**config.mk**
```make
export PLATFORM = sky130hd
export DESIGN_NAME = rv_divide_flat
export DESIGN_NICKNAME = d
export VERILOG_FILES = /design/src/rtl/rv_divide_if.sv /design/src/rtl/rv_divide.sv /design/src/flat_wrapper.sv
export SDC_FILE = /design/constraint.sdc
export NUM_CORES = 1
export LEC_CHECK = 0
export CORE_ASPECT_RATIO = 0.6
export CORE_MARGIN = 1
export CORE_UTILIZATION = 30
export DETAILED_ROUTE_END_ITERATION = 12
export PLACE_DENSITY_LB_ADDON = 0.1
export SLEW_MARGIN = 10
export SYNTH_ARGS = -nofsm -noshare
export SYNTH_HDL_FRONTEND = slang
export SYNTH_SLANG_ARGS = --single-unit
```
**constraint.sdc**
```tcl
create_clock -name clk_i -period 5.7 [get_ports clk_i]
set_input_delay 0.855 -clock clk_i [delete_from_list [all_inputs] [get_ports clk_i]]
set_output_delay 0.855 -clock clk_i [all_outputs]
set_load 0.01 [all_outputs]
```
**src/rtl/rv_divide_if.sv**
```systemverilog
// Handshake and operand bundle between the execute stage and the iterative divider.
interface rv_divide_if;
  logic        d_start_i;
  logic [31:0] d_rs1_i;
  logic [31:0] d_rs2_i;
  logic [2:0]  d_fun_i;
  logic        x_kill_i;
  logic        busy_o;
  logic        done_o;
  logic [31:0] w_rd_o;

  modport master (
    output d_start_i, d_rs1_i, d_rs2_i, d_fun_i, x_kill_i,
    input  busy_o, done_o, w_rd_o
  );

  modport slave (
    input  d_start_i, d_rs1_i, d_rs2_i, d_fun_i, x_kill_i,
    output busy_o, done_o, w_rd_o
  );
endinterface

```
**src/rtl/rv_divide.sv**
```systemverilog
// Iterative RV32M divider (DIV/DIVU/REM/REMU), restoring algorithm, one quotient
// bit per clock. The core stalls on busy_o; done_o pulses with w_rd_o valid.
module rv_divide #(
  parameter bit g_bypass_special = 1'b1
) (
  input logic       clk_i,
  input logic       rst_i,
  rv_divide_if.slave bus
);

  typedef enum logic [2:0] {IDLE, PREP, ITER, FIX, DONE} state_t;

  state_t      state;
  state_t      state_next;
  logic [31:0] rs1;
  logic [31:0] rs2;
  logic [1:0]  fun;
  logic [31:0] quo;
  logic [31:0] rem;
  logic [31:0] divisor;
  logic        neg_q;
  logic        neg_r;
  logic [4:0]  count;
  logic [31:0] w_rd;

  logic        accept;
  logic        is_signed;
  logic        divz;
  logic        ovf;
  logic [32:0] rem_shift;
  logic        rem_ge;
  logic [31:0] rem_diff;
  logic [31:0] quo_fix;
  logic [31:0] rem_fix;
  logic [31:0] result;

  assign accept    = (state == IDLE || state == DONE) && bus.d_start_i && bus.d_fun_i[2];
  assign is_signed = !fun[0];
  assign divz      = (rs2 == 32'h0000_0000);
  assign ovf       = is_signed && (rs1 == 32'h8000_0000) && (rs2 == 32'hFFFF_FFFF);

  // Shifted partial remainder can reach 33 bits; the difference always fits in 32.
  assign rem_shift = {rem, quo[31]};
  assign rem_ge    = (rem_shift >= {1'b0, divisor});
  assign rem_diff  = rem_shift[31:0] - divisor;

  always_comb begin
    quo_fix = neg_q ? (32'h0000_0000 - quo) : quo;
    rem_fix = neg_r ? (32'h0000_0000 - rem) : rem;
    if (divz) begin
      quo_fix = 32'hFFFF_FFFF;
      rem_fix = rs1;
    end else if (ovf) begin
      quo_fix = 32'h8000_0000;
      rem_fix = 32'h0000_0000;
    end
    result = fun[1] ? rem_fix : quo_fix;
  end

  always_ff @(posedge clk_i) begin
    if (rst_i) state <= IDLE;
    else       state <= state_next;
  end

  // Kill overrides every transition, including a start accepted in the same cycle.
  always_comb begin
    state_next = state;
    case (state)
      IDLE:    if (accept) state_next = PREP;
      PREP:    state_next = (g_bypass_special && (divz || ovf)) ? FIX : ITER;
      ITER:    if (count == 5'd0) state_next = FIX;
      FIX:     state_next = DONE;
      DONE:    state_next = accept ? PREP : IDLE;
      default: state_next = IDLE;
    endcase
    if (bus.x_kill_i) state_next = IDLE;
  end

  always_ff @(posedge clk_i) begin
    if (rst_i) begin
      rs1     <= '0;
      rs2     <= '0;
      fun     <= '0;
      quo     <= '0;
      rem     <= '0;
      divisor <= '0;
      neg_q   <= 1'b0;
      neg_r   <= 1'b0;
      count   <= '0;
      w_rd    <= '0;
    end else if (!bus.x_kill_i) begin
      case (state)
        IDLE, DONE: begin
          if (accept) begin
            rs1 <= bus.d_rs1_i;
            rs2 <= bus.d_rs2_i;
            fun <= bus.d_fun_i[1:0];
          end
        end
        PREP: begin
          quo     <= (is_signed && rs1[31]) ? (32'h0000_0000 - rs1) : rs1;
          divisor <= (is_signed && rs2[31]) ? (32'h0000_0000 - rs2) : rs2;
          rem     <= '0;
          count   <= 5'd31;
          neg_q   <= is_signed && (rs1[31] ^ rs2[31]);
          neg_r   <= is_signed && rs1[31];
        end
        ITER: begin
          rem   <= rem_ge ? rem_diff : rem_shift[31:0];
          quo   <= {quo[30:0], rem_ge};
          count <= count - 5'd1;
        end
        FIX: w_rd <= result;
        default: ;
      endcase
    end
  end

  assign bus.busy_o = (state == PREP) || (state == ITER) || (state == FIX);
  assign bus.done_o = (state == DONE);
  assign bus.w_rd_o = w_rd;

endmodule
```
**src/flat_wrapper.sv**
```systemverilog
// flat-port wrapper written by rule: the top's interface ports become plain ports
module rv_divide_flat 
#(
  parameter bit g_bypass_special = 1'b1
)
  (clk_i, rst_i, bus_d_start_i, bus_d_rs1_i, bus_d_rs2_i, bus_d_fun_i, bus_x_kill_i, bus_busy_o, bus_done_o, bus_w_rd_o);
  rv_divide_if bus_i ();
  input logic clk_i;
  input logic rst_i;
  input wire logic [$bits(bus_i.d_start_i)-1:0] bus_d_start_i;
  input wire logic [$bits(bus_i.d_rs1_i)-1:0] bus_d_rs1_i;
  input wire logic [$bits(bus_i.d_rs2_i)-1:0] bus_d_rs2_i;
  input wire logic [$bits(bus_i.d_fun_i)-1:0] bus_d_fun_i;
  input wire logic [$bits(bus_i.x_kill_i)-1:0] bus_x_kill_i;
  output wire logic [$bits(bus_i.busy_o)-1:0] bus_busy_o;
  output wire logic [$bits(bus_i.done_o)-1:0] bus_done_o;
  output wire logic [$bits(bus_i.w_rd_o)-1:0] bus_w_rd_o;
  assign bus_i.d_start_i = bus_d_start_i;
  assign bus_i.d_rs1_i = bus_d_rs1_i;
  assign bus_i.d_rs2_i = bus_d_rs2_i;
  assign bus_i.d_fun_i = bus_d_fun_i;
  assign bus_i.x_kill_i = bus_x_kill_i;
  assign bus_busy_o = bus_i.busy_o;
  assign bus_done_o = bus_i.done_o;
  assign bus_w_rd_o = bus_i.w_rd_o;
  rv_divide #(.g_bypass_special(g_bypass_special)) u_core (.clk_i(clk_i), .rst_i(rst_i), .bus(bus_i));
endmodule
```
==> results.cfg <==
[run_status]
outcome = finished, final reports clean

[drt]
dr.pass1.iters = 6
route.detailed.drc = 0
drt-initial-drc-count = 1150
routed-wl-met3_um = 4490
met2_length_um = 15900
drt-met1-wl_um = 26800
wl_per_cell_um = 20.7
wl_um = 47600
route.top_layer_used = met4
drtAntennaViolNets = 0
dr_total_vias = 12463
via_per_inst = 5.40

[timing]
slew-limit-headroom_pct = 36.3
finalHoldViolCount = 0
period_minus_slack_ps = 3680
worst_slew_pin_slew_ps = 953
timing.hold.ws_ps = 452
setup_violations = 0
fin_skew_ps = 9.38
maxSlewViolCount = 0
finalSetupTns_ps = 0
rsz0062_at_grt = false
period_share_pct = 64.6
fmax_mhz = 272

[placement]
place.gp.congestion = 0.907
dp_hpwl_um = 35900
placed_cell_area_mm2 = 0.0142
io_buffers = 104

[clock_network]
cts_max_level = 1
insertion_delay_ps = 560
cts_buffer_depth = 3
cts.sinks = 204
cts_resized = 0
postCtsHoldBufs = 0
clkTransAtPathRegs_ps = 70
cts_buffers = 24
cts-root-buf = clkbuf_16
cts_setup_buffers = 0
cts_tree = done

[critical_path]
rr_endpoint = u_core.bus.w_rd_o[16]$_SDFFE_PP0P_
r2r_slack_ps = 2020
startpoint_type = register
crit_slowest_cell = or4_4
critPathMaxFanout = 37
cp.arrival_ps = 4090
worstPathRequired_ps = 6110
cp_slowest_stage_delay_ps = 630
end_kind = register
crit_top_cell = nor4_4
startpoint = u_core.rs1[2]$_SDFFE_PP0P_
cp_top_family = simple AND/OR/NAND/NOR gates
path_depth = 10
crit_end = u_core.bus.w_rd_o[16]$_SDFFE_PP0P_
worstRegToRegCells = 10
criticalPathCategory = reg2reg
path_cells = or4_4, nor4_4, nand4b_2, nor4_4, nand3_2, buf_4, nand3_1, o22ai_1, a211oi_1, nor3_1
crit_buf_inv = 1
reg2reg_from = u_core.rs1[2]$_SDFFE_PP0P_

[yosys]
synth_top_cell_by_area = dfxtp_1
synth_seq_area_share_pct = 32.2
synth_top_area_share_pct = 32.2
synth-edff-count = 0
async_reset_ff_share_pct = 0
ys_ff_latch = 204
netlist_area_mm2 = 0.0127
ys_types = 71
synthTopCellsByArea = dfxtp_1 32%, nand2_1 8.1%, a21oi_1 7.5%
synth_cells = 1691
synthesis.nets = 1802
synth_flop_cell = dfxtp_1
syn_area_per_cell_um2 = 7.49
yosysWarnings = 0

[cells_and_area]
fillers = 4299
syn_to_final_growth_pct = 18.4
stdcell_area_mm2 = 0.0150
final_common_cell = nand2_1
final_cell_mix = 274 x nand2_1, 204 x dfxtp_1, 190 x a21oi_1, 140 x nor2_1, 105 x o21ai_0
layout-drive-gt1-share_pct = 5.44
antenna_cells = 0
final_nets = 1839
finish.utilization_pct = 36.6

[floorplan]
ios = 105
start_util_pct = 30.9
die_area_mm2 = 0.0431
dieHeight_um = 161
rows = 57
core-area_mm2 = 0.0410
die_w_um = 267

[power]
power.total_mw = 4.01
p_per_area_mw_per_mm2 = 267
ir_drop_mv = 0.168
p_leak_nw = 5.55

[global_route]
antenna_found_initial = 1
grt_max_degree = 104
grt_usage_pct = 22.0
grt_pass1_wl_um = 72000
grt_pass1_vias = 10967
globalRoute.totalOverflow = 0

[flow_run]
drv_cap = 0

[worst_hold_path]
hold_class = reg2reg
## state kept, by name (all words and copies together) (netlist names)
signal / flops
u_core.rs1: 32
u_core.quo: 32
u_core.fun: 2
u_core.count: 5
u_core.neg_q: 1
u_core.rem: 32
u_core.neg_r: 1
u_core.state: 3
u_core.bus.w_rd_o: 32
u_core.rs2: 32
u_core.divisor: 32
## how the worst min path moves through the flow
stage / start / end / slack [ps] / depth (start not counted)
2_1_floorplan: u_core.divisor[31]$_SDFFE_PP0P_ / u_core.divisor[31]$_SDFFE_PP0P_ / 430 / 2
5_1_grt: u_core.bus.w_rd_o[17]$_SDFFE_PP0P_ / u_core.bus.w_rd_o[17]$_SDFFE_PP0P_ / 480 / 2
4_1_cts: u_core.bus.w_rd_o[24]$_SDFFE_PP0P_ / u_core.bus.w_rd_o[24]$_SDFFE_PP0P_ / 460 / 2
3_3_place_gp: u_core.neg_r$_SDFFE_PP0P_ / u_core.neg_r$_SDFFE_PP0P_ / 440 / 2
6_report: u_core.bus.w_rd_o[24]$_SDFFE_PP0P_ / u_core.bus.w_rd_o[24]$_SDFFE_PP0P_ / 450 / 2
3_5_place_dp: u_core.bus.w_rd_o[24]$_SDFFE_PP0P_ / u_core.bus.w_rd_o[24]$_SDFFE_PP0P_ / 450 / 2
## cell families after synthesis
family,after synthesis,share of synthesized area [%]
and+or+nand+nor,609,22.2
AOI/OAI and AO/OA,499,24.4
DFF,204,32.2
buffers and inverters,171,5.29
xor gates and xnor gates,146,10.1
adders and majority gates,40,4.01
muxes,22,1.74
## layer usage
metal	up-vias	GRT usage, %
li1	6099	-
met1	5874	38.1
met2	453	24.8
met3	37	6.36
met4	0	2.74
met5	-	0
## final cells by class
class                      instances  area, µm²  area share (%)
inverter                          58        218            1.45
clock buffer                      32        661            4.40
timing repair buffer             124       1200            8.01
clock inverter                    12        179            1.19
sequential                       204       4080            27.2
multi-input combinational       1316       7960            53.0
tap                              560        701            4.67
## Yosys cell counts, types with 4 or more instances
cell / number
o22ai_1: 9
a21o_1: 11
or2_2: 6
nand2_1: 275
a311oi_1: 7
dfxtp_1: 204
a32o_1: 6
a31oi_1: 12
or4_1: 8
buf_2: 8
a21oi_1: 190
o21a_1: 5
xor2_1: 64
nor4_1: 13
nand4_1: 18
and3_1: 12
nor2b_1: 6
a211oi_1: 47
xnor2_1: 82
mux2i_1: 22
nand2b_1: 7
ha_1: 39
buf_1: 10
nand3_1: 38
o221a_2: 6
nor3_1: 40
o211ai_1: 4
nor2_1: 142
a32oi_1: 14
o41ai_1: 13
a221oi_1: 8
inv_1: 58
o21ai_1: 5
o31ai_1: 29
o21ai_0: 105
o21bai_1: 6
clkbuf_1: 92
or3_1: 14
and2_1: 6
## stage by stage
stage | instances | setup slack [ps]
floorplan | 1691 | 2940
global placement | 2262 | 2060
detailed placement | 2262 | 2070
CTS | 2306 | 2060
global route | 2306 | 1850
finish | 2306 | 2020
## worst register-to-register path, stage by stage, from the launching register on
cell and delay, ps:
dfxtp_1 410, or4_4 630, nor4_4 320, nand4b_2 290, nor4_4 380, nand3_2 90
buf_4 270, nand3_1 580, o22ai_1 140, a211oi_1 330, nor3_1 90
## where the power goes
group	internal [mW]	switching [mW]	leakage, nW	total, mW
Combinational	0.321	0.518	3.50	0.840
Sequential	1.46	0.0526	1.65	1.51
Clock	0.965	0.695	0.398	1.66
Power figures use the tool's default switching activity.
